[src/rtl/rob_retire_pkg.sv]
// Shared constants and the entry record for the in-order retirement buffer.
package rob_pkg;
   localparam int DEPTH  = 8;
   localparam int TAG_W  = 3;
   localparam int DATA_W = 32;
   localparam int RA_W   = 3;
   localparam int FLAG_W = 5;
   localparam int PTR_W  = TAG_W + 1;
   localparam int NPORT  = 3;

   typedef struct packed {
      logic              valid;
      logic              done;
      logic              we;
      logic              fe;
      logic [RA_W-1:0]   wa;
      logic [DATA_W-1:0] wd;
      logic [FLAG_W-1:0] fd;
   } rob_entry_t;
endpackage

[src/rtl/rob_retire_if.sv]
// Issue/completion inputs and RF write-port outputs of the retirement buffer.
interface rob_retire_if;
   import rob_pkg::*;

   logic              ALLOC_VALID;
   logic              ALLOC_READY;
   logic [RA_W-1:0]   ALLOC_WA;
   logic              ALLOC_WE;
   logic              ALLOC_FE;
   logic [TAG_W-1:0]  ALLOC_TAG;
   logic [NPORT-1:0]  CMP_VALID;
   logic [TAG_W-1:0]  CMP_TAG [NPORT];
   logic [DATA_W-1:0] CMP_WD  [NPORT];
   logic [FLAG_W-1:0] CMP_FD  [NPORT];
   logic [RA_W-1:0]   WA1, WA2, WA3;
   logic [DATA_W-1:0] WD1, WD2, WD3;
   logic              WE1, WE2, WE3;
   logic [FLAG_W-1:0] WDF1, WDF2;
   logic              WEF1, WEF2;
   logic [PTR_W-1:0]  COUNT;
   logic              ERR;

   modport slave (
      input  ALLOC_VALID, ALLOC_WA, ALLOC_WE, ALLOC_FE,
      input  CMP_VALID, CMP_TAG, CMP_WD, CMP_FD,
      output ALLOC_READY, ALLOC_TAG,
      output WA1, WA2, WA3, WD1, WD2, WD3, WE1, WE2, WE3,
      output WDF1, WDF2, WEF1, WEF2, COUNT, ERR
   );

   modport master (
      output ALLOC_VALID, ALLOC_WA, ALLOC_WE, ALLOC_FE,
      output CMP_VALID, CMP_TAG, CMP_WD, CMP_FD,
      input  ALLOC_READY, ALLOC_TAG,
      input  WA1, WA2, WA3, WD1, WD2, WD3, WE1, WE2, WE3,
      input  WDF1, WDF2, WEF1, WEF2, COUNT, ERR
   );
endinterface

[src/rtl/rob_retire_sel.sv]
// Picks up to three consecutive completed entries from head and maps them onto
// RF write ports (oldest -> port 3) and flag ports (youngest flag writer -> port 1).
module rob_retire_sel
   import rob_pkg::*;
(
   input  rob_entry_t        win   [NPORT],
   output logic [1:0]        n,
   output logic [NPORT-1:0]  wr_en,
   output logic [RA_W-1:0]   wr_wa [NPORT],
   output logic [DATA_W-1:0] wr_wd [NPORT],
   output logic [1:0]        fl_en,
   output logic [FLAG_W-1:0] fl_d  [2]
);

   logic [NPORT-1:0] ret;

   always_comb begin
      ret   = '0;
      wr_en = '0;
      fl_en = '0;
      for (int f = 0; f < 2; f++) fl_d[f] = '0;

      ret[0] = win[0].valid && win[0].done;
      ret[1] = ret[0] && win[1].valid && win[1].done;
      ret[2] = ret[1] && win[2].valid && win[2].done;
      n = {1'b0, ret[0]} + {1'b0, ret[1]} + {1'b0, ret[2]};

      // port index p (port p+1) carries window slot 2-p
      for (int p = 0; p < NPORT; p++) begin
         wr_en[p] = ret[2-p] && win[2-p].we;
         wr_wa[p] = win[2-p].wa;
         wr_wd[p] = win[2-p].wd;
      end

      for (int k = NPORT - 1; k >= 0; k--) begin
         if (ret[k] && win[k].fe) begin
            if (!fl_en[0]) begin
               fl_en[0] = 1'b1;
               fl_d[0]  = win[k].fd;
            end else if (!fl_en[1]) begin
               fl_en[1] = 1'b1;
               fl_d[1]  = win[k].fd;
            end
         end
      end
   end

endmodule

[src/rtl/rob_retire.sv]
// In-order retirement buffer: entry array, pointers, completion capture and
// registered RF write/flag ports.
module rob_retire
   import rob_pkg::*;
(
   input  logic        CLK,
   input  logic        N_RST,
   input  logic        FLUSH,
   rob_retire_if.slave bus
);

   rob_entry_t        ent [DEPTH];
   logic [PTR_W-1:0]  head, tail;
   logic [TAG_W-1:0]  head_idx, tail_idx;
   logic              full, do_alloc, err;

   rob_entry_t        win     [NPORT];
   logic [TAG_W-1:0]  win_idx [NPORT];
   logic [1:0]        sel_n;
   logic [NPORT-1:0]  wr_en;
   logic [RA_W-1:0]   wr_wa [NPORT];
   logic [DATA_W-1:0] wr_wd [NPORT];
   logic [1:0]        fl_en;
   logic [FLAG_W-1:0] fl_d  [2];

   logic [NPORT-1:0]  cmp_ok, dup;
   logic              cmp_err;

   logic [NPORT-1:0]  we_q;
   logic [RA_W-1:0]   wa_q  [NPORT];
   logic [DATA_W-1:0] wd_q  [NPORT];
   logic [1:0]        wef_q;
   logic [FLAG_W-1:0] wdf_q [2];

   assign head_idx = head[TAG_W-1:0];
   assign tail_idx = tail[TAG_W-1:0];
   assign full     = (head[TAG_W] != tail[TAG_W]) && (head_idx == tail_idx);
   assign do_alloc = bus.ALLOC_VALID && !full;

   always_comb begin
      for (int k = 0; k < NPORT; k++) begin
         win_idx[k] = head_idx + TAG_W'(k);
         win[k]     = ent[win_idx[k]];
      end
   end

   rob_retire_sel u_sel (
      .win   (win),
      .n     (sel_n),
      .wr_en (wr_en),
      .wr_wa (wr_wa),
      .wr_wd (wr_wd),
      .fl_en (fl_en),
      .fl_d  (fl_d)
   );

   // lower port index wins a same-tag collision; the loser only raises ERR
   always_comb begin
      cmp_ok  = '0;
      cmp_err = 1'b0;
      dup     = '0;
      dup[1]  = bus.CMP_VALID[0] && (bus.CMP_TAG[0] == bus.CMP_TAG[1]);
      dup[2]  = (bus.CMP_VALID[0] && (bus.CMP_TAG[0] == bus.CMP_TAG[2])) ||
                (bus.CMP_VALID[1] && (bus.CMP_TAG[1] == bus.CMP_TAG[2]));
      for (int i = 0; i < NPORT; i++) begin
         if (bus.CMP_VALID[i]) begin
            if (dup[i] || !ent[bus.CMP_TAG[i]].valid || ent[bus.CMP_TAG[i]].done)
               cmp_err = 1'b1;
            else
               cmp_ok[i] = 1'b1;
         end
      end
   end

   always_ff @(posedge CLK or negedge N_RST) begin
      if (!N_RST) begin
         for (int i = 0; i < DEPTH; i++) ent[i] <= '0;
         head  <= '0;
         tail  <= '0;
         err   <= 1'b0;
         we_q  <= '0;
         wef_q <= '0;
         for (int p = 0; p < NPORT; p++) begin
            wa_q[p] <= '0;
            wd_q[p] <= '0;
         end
         for (int f = 0; f < 2; f++) wdf_q[f] <= '0;
      end else if (FLUSH) begin
         for (int i = 0; i < DEPTH; i++) begin
            ent[i].valid <= 1'b0;
            ent[i].done  <= 1'b0;
         end
         head  <= '0;
         tail  <= '0;
         we_q  <= '0;
         wef_q <= '0;
      end else begin
         // alloc, completion and retire never target the same entry
         if (do_alloc) begin
            ent[tail_idx].valid <= 1'b1;
            ent[tail_idx].done  <= 1'b0;
            ent[tail_idx].we    <= bus.ALLOC_WE;
            ent[tail_idx].fe    <= bus.ALLOC_FE;
            ent[tail_idx].wa    <= bus.ALLOC_WA;
         end
         for (int i = 0; i < NPORT; i++) begin
            if (cmp_ok[i]) begin
               ent[bus.CMP_TAG[i]].wd   <= bus.CMP_WD[i];
               ent[bus.CMP_TAG[i]].fd   <= bus.CMP_FD[i];
               ent[bus.CMP_TAG[i]].done <= 1'b1;
            end
         end
         for (int k = 0; k < NPORT; k++) begin
            if (2'(k) < sel_n) begin
               ent[win_idx[k]].valid <= 1'b0;
               ent[win_idx[k]].done  <= 1'b0;
            end
         end
         head <= head + PTR_W'(sel_n);
         tail <= tail + PTR_W'(do_alloc);
         err  <= err | cmp_err;

         we_q <= wr_en;
         for (int p = 0; p < NPORT; p++) begin
            if (wr_en[p]) begin
               wa_q[p] <= wr_wa[p];
               wd_q[p] <= wr_wd[p];
            end
         end
         wef_q <= fl_en;
         for (int f = 0; f < 2; f++) begin
            if (fl_en[f]) wdf_q[f] <= fl_d[f];
         end
      end
   end

   assign bus.ALLOC_READY = !full;
   assign bus.ALLOC_TAG   = tail_idx;
   assign bus.COUNT       = tail - head;
   assign bus.ERR         = err;
   assign bus.WE1  = we_q[0];
   assign bus.WE2  = we_q[1];
   assign bus.WE3  = we_q[2];
   assign bus.WA1  = wa_q[0];
   assign bus.WA2  = wa_q[1];
   assign bus.WA3  = wa_q[2];
   assign bus.WD1  = wd_q[0];
   assign bus.WD2  = wd_q[1];
   assign bus.WD3  = wd_q[2];
   assign bus.WEF1 = wef_q[0];
   assign bus.WEF2 = wef_q[1];
   assign bus.WDF1 = wdf_q[0];
   assign bus.WDF2 = wdf_q[1];

endmodule

[src/flat_wrapper.sv]
// flat-port wrapper written by rule: the top's interface ports become plain ports
module rob_retire_flat import rob_pkg::*;
  (CLK, N_RST, FLUSH, bus_ALLOC_VALID, bus_ALLOC_WA, bus_ALLOC_WE, bus_ALLOC_FE, bus_CMP_VALID, bus_CMP_TAG, bus_CMP_WD, bus_CMP_FD, bus_ALLOC_READY, bus_ALLOC_TAG, bus_WA1, bus_WA2, bus_WA3, bus_WD1, bus_WD2, bus_WD3, bus_WE1, bus_WE2, bus_WE3, bus_WDF1, bus_WDF2, bus_WEF1, bus_WEF2, bus_COUNT, bus_ERR);
  rob_retire_if bus_i ();
  input  logic CLK;
  input  logic N_RST;
  input  logic FLUSH;
  input wire logic [$bits(bus_i.ALLOC_VALID)-1:0] bus_ALLOC_VALID;
  input wire logic [$bits(bus_i.ALLOC_WA)-1:0] bus_ALLOC_WA;
  input wire logic [$bits(bus_i.ALLOC_WE)-1:0] bus_ALLOC_WE;
  input wire logic [$bits(bus_i.ALLOC_FE)-1:0] bus_ALLOC_FE;
  input wire logic [$bits(bus_i.CMP_VALID)-1:0] bus_CMP_VALID;
  input wire logic [$bits(bus_i.CMP_TAG)-1:0] bus_CMP_TAG;
  input wire logic [$bits(bus_i.CMP_WD)-1:0] bus_CMP_WD;
  input wire logic [$bits(bus_i.CMP_FD)-1:0] bus_CMP_FD;
  output wire logic [$bits(bus_i.ALLOC_READY)-1:0] bus_ALLOC_READY;
  output wire logic [$bits(bus_i.ALLOC_TAG)-1:0] bus_ALLOC_TAG;
  output wire logic [$bits(bus_i.WA1)-1:0] bus_WA1;
  output wire logic [$bits(bus_i.WA2)-1:0] bus_WA2;
  output wire logic [$bits(bus_i.WA3)-1:0] bus_WA3;
  output wire logic [$bits(bus_i.WD1)-1:0] bus_WD1;
  output wire logic [$bits(bus_i.WD2)-1:0] bus_WD2;
  output wire logic [$bits(bus_i.WD3)-1:0] bus_WD3;
  output wire logic [$bits(bus_i.WE1)-1:0] bus_WE1;
  output wire logic [$bits(bus_i.WE2)-1:0] bus_WE2;
  output wire logic [$bits(bus_i.WE3)-1:0] bus_WE3;
  output wire logic [$bits(bus_i.WDF1)-1:0] bus_WDF1;
  output wire logic [$bits(bus_i.WDF2)-1:0] bus_WDF2;
  output wire logic [$bits(bus_i.WEF1)-1:0] bus_WEF1;
  output wire logic [$bits(bus_i.WEF2)-1:0] bus_WEF2;
  output wire logic [$bits(bus_i.COUNT)-1:0] bus_COUNT;
  output wire logic [$bits(bus_i.ERR)-1:0] bus_ERR;
  assign bus_i.ALLOC_VALID = bus_ALLOC_VALID;
  assign bus_i.ALLOC_WA = bus_ALLOC_WA;
  assign bus_i.ALLOC_WE = bus_ALLOC_WE;
  assign bus_i.ALLOC_FE = bus_ALLOC_FE;
  assign bus_i.CMP_VALID = bus_CMP_VALID;
  assign bus_i.CMP_TAG = {>>{bus_CMP_TAG}};
  assign bus_i.CMP_WD = {>>{bus_CMP_WD}};
  assign bus_i.CMP_FD = {>>{bus_CMP_FD}};
  assign bus_ALLOC_READY = bus_i.ALLOC_READY;
  assign bus_ALLOC_TAG = bus_i.ALLOC_TAG;
  assign bus_WA1 = bus_i.WA1;
  assign bus_WA2 = bus_i.WA2;
  assign bus_WA3 = bus_i.WA3;
  assign bus_WD1 = bus_i.WD1;
  assign bus_WD2 = bus_i.WD2;
  assign bus_WD3 = bus_i.WD3;
  assign bus_WE1 = bus_i.WE1;
  assign bus_WE2 = bus_i.WE2;
  assign bus_WE3 = bus_i.WE3;
  assign bus_WDF1 = bus_i.WDF1;
  assign bus_WDF2 = bus_i.WDF2;
  assign bus_WEF1 = bus_i.WEF1;
  assign bus_WEF2 = bus_i.WEF2;
  assign bus_COUNT = bus_i.COUNT;
  assign bus_ERR = bus_i.ERR;
  rob_retire u_core (.CLK(CLK), .N_RST(N_RST), .FLUSH(FLUSH), .bus(bus_i));
endmodule
[config.mk]
export PLATFORM = sky130hd
export DESIGN_NAME = rob_retire_flat
export DESIGN_NICKNAME = d
export VERILOG_FILES = /design/src/rtl/rob_retire_pkg.sv /design/src/rtl/rob_retire_if.sv /design/src/rtl/rob_retire_sel.sv /design/src/rtl/rob_retire.sv /design/src/flat_wrapper.sv
export SDC_FILE = /design/constraint.sdc
export NUM_CORES = 2
export LEC_CHECK = 0
export BUFFER_PORTS_ARGS = -buffer_cell sky130_fd_sc_hd__buf_2
export CORE_MARGIN = 2
export CORE_UTILIZATION = 36
export DETAILED_ROUTE_END_ITERATION = 12
export PLACE_DENSITY = 0.6
export SETUP_SLACK_MARGIN = 0.3
export SLEW_MARGIN = 5
export SYNTH_ARGS = -nofsm -noshare
export SYNTH_HDL_FRONTEND = slang
export SYNTH_SLANG_ARGS = --single-unit
[constraint.sdc]
create_clock -name CLK -period 4.75 [get_ports CLK]
set_input_delay 0.475 -clock CLK [delete_from_list [all_inputs] [get_ports CLK]]
set_output_delay 0.475 -clock CLK [all_outputs]
set_load 0.02 [all_outputs]
# Yosys cells after proc, flatten, opt, wreduce, memory -nomap -nowiden
# Index checks and enable logic that the tools add are counted.
totals:
  register_bits: 481
  latch_bits: 0
  mem_bits_rw: 0
  mem_bits_ro: 0
  in_bits: 132
  output_inout_bits: 129
  wordCells: 274
  n_memories: 0
classes:
  n_addsub: 7
  mul: 0
  n_div: 0
  magnitude_cmp: 17
  eq_ne: 5
  n_shift: 0
  muxes: 129
  n_bitwise: 9
  n_reduce_logical: 38
op_table:
  columns: ["op", "count"]
  rows:
  - ["$bwmux W352", 20]
  - ["$mux W352", 13]
  - ["$demux W44 S3", 20]
  - ["$bmux W44 S3", 6]
  - ["$mux W44", 16]
  - ["$mux W43", 7]
  - ["$mux W37", 3]
  - ["$mux W5", 9]
  - ["$mux W42", 1]
  - ["$mux W41", 1]
  - ["$mux W40", 1]
  - ["$mux W10", 3]
  - ["$ge A4 B4 Y1 const B", 7]
  - ["$lt A4 B1 Y1 const B", 7]
  - ["$not A3 Y4", 7]
  - ["$logic_and A1 B1 Y1", 23]
  - ["$mux W2", 11]
  - ["$mux W1", 15]
  - ["$eq A3 B3 Y1", 4]
  - ["$reduce_and A2 Y1", 5]
  - ["$mux W4", 2]
  - ["$logic_or A1 B1 Y1", 6]
  - ["$add A4 B1 Y4", 1]
  - ["$add A4 B2 Y4", 1]
  - ["12 further kinds", 16]

# Depth between registers and ports, before layout
depth:
  ltp_word: 39
  ltp_mapped: 15
  depth_no_buf: 11

# Hierarchy
# A second synthesis with hierarchy kept.
unflattened:
  hier_cells: 3755
  area_unflattened_um2: 35160.0
by_module_without_submodules:
  columns: ["mod", "n_inst", "cells_each", "area_each_um2", "seq_area_each_um2"]
  rows:
  - ["rob_retire", 1, 3604, 34038.9, 12036.5]
  - ["rob_retire_sel", 1, 151, 1121.1, 0.0]

# Worst setup path after synthesis
# Ideal clock, no wire load.
synth_path:
  kind: "register to register"
  start: "register u_core.head[1]"
  end: "register u_core.ent[174] (netlist bit)"
  setup_time_ns: 0.088
  t_arrival_ns: 4.026
  t_required_ns: 4.662
  path_slack_ns: 0.635
  stages_incl_launch_ff: 16
  path_buffers: 4
  period_less_slack_ns: 4.115
  cell_sequence: "dfrtp_1 > inv_1 > clkbuf_1 > clkbuf_1 > ha_1 > buf_1 > mux4_2 > nand2_1 > nor2_1 > fa_1 > clkbuf_1 > a21o_1 > a22oi_1 > nor2_1 > a211o_1 > a41oi_1"
synth_via:
  elab_chain_cells: 33
  word_cells_on_any_way: 75
  classes_between: "add/sub: 4; order compare: 9; eq/ne: 1; mux: 47; bitwise: 3; reduce/logical: 11"
synth_rtl:
  columns: ["element", "line", "source"]
  rows:
  - ["start: declaration", "rob_retire.sv:13", "logic [PTR_W-1:0] head, tail;"]
  - ["start signal: assignment", "rob_retire.sv:119", "head <= head + PTR_W'(sel_n);"]
  - ["$eq A3 B3 Y1", "rob_retire.sv:37", "assign full = (head[TAG_W] != tail[TAG_W]) && (head_idx == tail_idx);"]
  - ["$logic_and A1 B1 Y1", "rob_retire.sv:37", null]
  - ["$logic_not A1 Y1", "rob_retire.sv:38", "assign do_alloc = bus.ALLOC_VALID && !full;"]
  - ["$logic_and A1 B1 Y1", "rob_retire.sv:38", null]
  - ["$mux W352", "rob_retire.sv:99", "if (do_alloc) begin"]
  - ["$mux W352", "rob_retire.sv:88", "end else if (FLUSH) begin"]
  - ["$bwmux W352", "rob_retire.sv:108", "ent[bus.CMP_TAG[i]].wd <= bus.CMP_WD[i];"]
  - ["$bwmux W352", "rob_retire.sv:109", "ent[bus.CMP_TAG[i]].fd <= bus.CMP_FD[i];"]
  - ["[... 17 more ...]", null, null]
  - ["$bwmux W352", "rob_retire.sv:115", "ent[win_idx[k]].valid <= 1'b0;"]
  - ["$bwmux W352", "rob_retire.sv:116", "ent[win_idx[k]].done <= 1'b0;"]
  - ["$mux W352", "rob_retire.sv:114", "if (2'(k) < sel_n) begin"]
  - ["$mux W352", "rob_retire.sv:88", null]
  - ["$bwmux W352", "rob_retire.sv:115", null]
  - ["$bwmux W352", "rob_retire.sv:116", null]
  - ["$mux W352 *", "rob_retire.sv:114", null]
  - ["$mux W2 *", "rob_retire.sv:88", null]
  - ["end: declaration", "rob_retire.sv:12", "rob_entry_t ent [DEPTH];"]
# Mark *: on every way between the ends. The rest lies on a longest branch, timed or not. The select of a mux whose other input is x is not followed.
# A chain may end at the register's enable or synchronous reset.

# Worst setup path in the final report
layout_path:
  start: "register u_core.head[2]"
  end: "register u_core.wdf_q (netlist bit u_core.bus.WDF1[2])"
layout_via:
  elab_chain_cells: 15
  word_cells_on_any_way: 31
  classes_between: "add/sub: 2; mux: 17; bitwise: 3; reduce/logical: 9"
layout_rtl:
  columns: ["element", "line", "source"]
  rows:
  - ["$add A3 B1 Y3 / $not A3 Y4 (equally long branches)", "rob_retire.sv:42, rob_retire.sv:43", null]
  - ["$not A3 Y4 (not written as such) / $bmux W44 S3 (equally long branches)", "rob_retire.sv:43", "win[k] = ent[win_idx[k]];"]
  - ["$bmux W44 S3 / $mux W44 (equally long branches)", "rob_retire.sv:43", null]
  - ["$mux W44 (not written as such)", "rob_retire.sv:43", null]
  - ["$mux W44 (not written as such) / $logic_and A1 B1 Y1 (equally long branches)", "rob_retire.sv:43, rob_retire_sel.sv:23", null]
  - ["$logic_and A1 B1 Y1 (2 in a row)", "rob_retire_sel.sv:24", "ret[1] = ret[0] && win[1].valid && win[1].done;"]
  - ["$logic_and A1 B1 Y1 (2 in a row)", "rob_retire_sel.sv:25", "ret[2] = ret[1] && win[2].valid && win[2].done;"]
  - ["$logic_and A1 B1 Y1", "rob_retire_sel.sv:36", "if (ret[k] && win[k].fe) begin"]
  - ["$mux W10 / $mux W1 (equally long branches)", "rob_retire_sel.sv:36", null]
  - ["$mux W5", "rob_retire_sel.sv:37", "if (!fl_en[0]) begin"]
  - ["$mux W10", "rob_retire_sel.sv:36", null]
  - ["$mux W5", "rob_retire_sel.sv:37", null]
  - ["$mux W10", "rob_retire_sel.sv:36", null]
  - ["end signal: indexed assignment", "rob_retire.sv:132", "if (fl_en[f]) wdf_q[f] <= fl_d[f];"]
  - ["end: declaration", "rob_retire.sv:33", "logic [FLAG_W-1:0] wdf_q [2];"]
# Parallel ways exist; a longest one is shown, timed or not. The select of a mux whose other input is x is not followed.

==> out/metrics.csv <==
metric,value,unit
clock skew,0.03218,ns
number of global-route vias before repair,28570,
Crit path largest cell delay,0.77,ns
period utilization,83.15,%
Detail Placement HPWL,78920,um
Main synth FF type,dfrtp_1,
DRC,9,
Yosys top cell area share,35.63,%
critical path capture point type,register,
"top cells by area, synth","dfrtp_1 36%, mux4_2 17%, mux2i_1 8.0%, mux2_2 6.3%, a222oi_1 4.4%",
setup bufs post-CTS,0,
status,"complete, but fails checks",
Filler Cells Inserted,8903,
Cells after Synth,3030,
area of the core,93190,um2
Leak,15.44,nW
Synth area leader,dfrtp_1,
CTS Root Cell,clkbuf_16,
Tmin final,3.950,ns
Ys Warns,0,
CTS HTree Levels,2,
share of cells above drive strength 1,30.96,%
total grt overflow,0,
Via density,6.688,
antenna violations before repair,19,
Startpoint Class,register,
most instantiated cells after synthesis,"481 x dfrtp_1, 289 x nand2_1, 269 x mux2i_1, 260 x mux4_2, 195 x clkbuf_1",
Post-Syn Area,33780,um2
RSZ-0062 raised after global routing,false,
Yosys reg bits,481,
Hold WS,0.1444,ns
worst slew margin relative to its limit,16.21,%
"EDFF count, synth",0,
MaxCap Viol Count,0,
gp weighted congestion,0.8667,
drt initial violations,4300,
Die Span Y,310.3,um
critical path data required time,5.30,ns
largest net degree at the start of global routing,149,
CTS tree,done,
clock-pin slew on the worst setup and hold paths,0.06,ns
fin. max-slew vios,0,
Total GRT Usage,27.23,%
Num CTS Buffers,57,
slowest CP cell,dfrtp_4,
ANT nets after route,0,
crit path kind,register to register,
"Arr. time, crit path",4.50,ns
Yosys cell types,68,
setup TNS,0,ns
CP max FO,41,
"Gates resized, CTS repair",0,
Final Hold Viols,0,
endpoints failing setup,0,
f_max,253.2,MHz
die outline width,310.3,um
Sink Count,481,
worst-case clock buffer depth,3,
sequential fraction of the synthesis area,35.63,%
Final #Nets,3204,
Worst-Skew Late Latency,0.66,ns
# port buffers,260,
Hold Buf Count CTS,1,
die area,96310,um2
final wirelength,133300,um
# rows,112,
most common cell in the synthesized netlist,dfrtp_1,
drt pass-1 iters,13,
VDD IR-drop max,313.4,uV
Hold Crit Class,primary input to register,
Avg Inst Size Synth,11.15,um2
CP Cell Sequence,"inv_1, ha_4, buf_4, mux4_2, nand2_1, and2_1, nor3_1, a211oi_1, o31ai_1",
vias post-DR,29220,
Syn Nets,3177,
failing checks,design-rule violations,
Final Core Density,40.88,%
Synth async-reset ratio,100.0,%
Worst-Margin Slew,1.257,ns
P&R area growth vs syn,12.77,%
post-DR wirelength/cell,30.51,um
I/O pin count,261,
initial cell density of the core,36.25,%
PwrDens,350.8,nW/um2
global-route wire length before repair,195900,um
-- metrics by stage --
step / total power, W / instance area, um2 / setup WS (ns) / std cells
5_1_grt: 0.01392 / 38080 / 0.5880 / 4364
6_report: 0.01336 / 38100 / 0.8005 / 4369
2_1_floorplan: 0.007595 / 33780 / 0.6354 / 3030
4_1_cts: 0.01336 / 38070 / 0.8595 / 4358
3_3_place_gp: 0.008528 / 36060 / 0.9517 / 4251
3_5_place_dp: 0.008618 / 36060 / 0.8595 / 4251
-- layer usage --
metal / GRT usage (%) / vias up / wire length [um]
met4: 12.55 / 10 / 6141
met1: 36.66 / 14900 / 52100
li1: - / 11990 / -
met2: 42.15 / 1939 / 60840
met3: 5.612 / 383 / 14160
met5: 0 / - / 61
-- critical path: cells and delay by family, from the launching register on --
| family | cells | cell delay [ns] |
|---|---|---|
| AOI/OAI and AO/OA | 2 | 0.43 |
| adders and majority gates | 1 | 0.36 |
| buffers and inverters | 2 | 0.92 |
| DFF | 1 | 0.77 |
| muxes | 1 | 0.34 |
| and+or+nand+nor | 3 | 1.03 |
-- power by group --
part | switching (W) | leakage [nW] | internal [W]
combinational | 0.00143 | 7.98 | 0.00161
clock | 0.00195 | 0.977 | 0.00278
sequential | 0.000842 | 6.48 | 0.00474
total | 0.00423 | 15.4 | 0.00913
-- cells by family (layout without fill, tap and decap cells) --
logic type / after synthesis / in the layout / synth area share [%]
XOR/XNOR: 18 / 18 / 0.4889
other: 0 / 11 / 0
buffers and inverters: 393 / 467 / 5.059
AO/OA/AOI/OAI: 715 / 715 / 16.09
multiplexers: 738 / 738 / 32.47
adder cells (fa/ha/maj): 15 / 15 / 0.6222
flip-flops: 481 / 481 / 35.63
AND/OR/NAND/NOR: 670 / 670 / 9.641
-- final cells by class --
| class | count | area (um2) | area share, % |
|---|---|---|---|
| Inverter | 17 | 66.31 | 0.1741 |
| Sequential cell | 481 | 12050 | 31.63 |
| Tap cell | 1254 | 1569 | 4.119 |
| Clock inverter | 20 | 266.5 | 0.6996 |
| Antenna cell | 11 | 27.53 | 0.07226 |
| Multi-Input combinational cell | 2156 | 20250 | 53.15 |
| Timing Repair Buffer | 344 | 2142 | 5.623 |
| Clock buffer | 86 | 1727 | 4.532 |
-- placed cells by master (no fill, tap or decap), drive strengths merged, types with 40 or more instances in the layout --
cell and n:
dfrtp 481, buf 343, nand2 289, mux2i 269
mux4 260, mux2 209, o21ai 169, a222oi 149
nand3 131, a22oi 118, o211ai 113, clkbuf 86
nor2b 47, a211o 46, and3 43, and2 41
a22o 40
-- worst paths after layout --
kind / startpoint / to / slack, ns / depth (start not counted)
setup / recovery: u_core.head[2]$_DFF_PN0_ / u_core.bus.WDF1[2]$_DFFE_PN0P_ / 0.80 / 9
hold / removal: bus_CMP_FD[8] / u_core.ent[311]$_DFFE_PN0N_ / 0.14 / 3
setup reg to reg: u_core.head[2]$_DFF_PN0_ / u_core.bus.WDF1[2]$_DFFE_PN0P_ / 0.80 / 9
hold reg to reg: u_core.bus.ERR$_DFFE_PN0N_ / u_core.bus.ERR$_DFFE_PN0N_ / 0.48 / 1
max in group asynchronous: N_RST / u_core.head[2]$_DFF_PN0_ / 2.92 / 3
min in group asynchronous: N_RST / u_core.bus.WD1[30]$_DFFE_PN0P_ / 0.42 / 2
-- flip-flops by register name, indices dropped and copies added (netlist names), named ones only --
name             flops
u_core.we_q          3
u_core.bus.WA3       3
u_core.bus.WDF1      5
u_core.bus.WD3      32
u_core.bus.WDF2      5
u_core.wef_q         2
u_core.tail          4
u_core.bus.ERR       1
u_core.head          4
u_core.bus.WD2      32
u_core.bus.WA1       3
u_core.bus.WD1      32
u_core.bus.WA2       3
u_core.ent         312
Power figures use the tool's default switching activity.
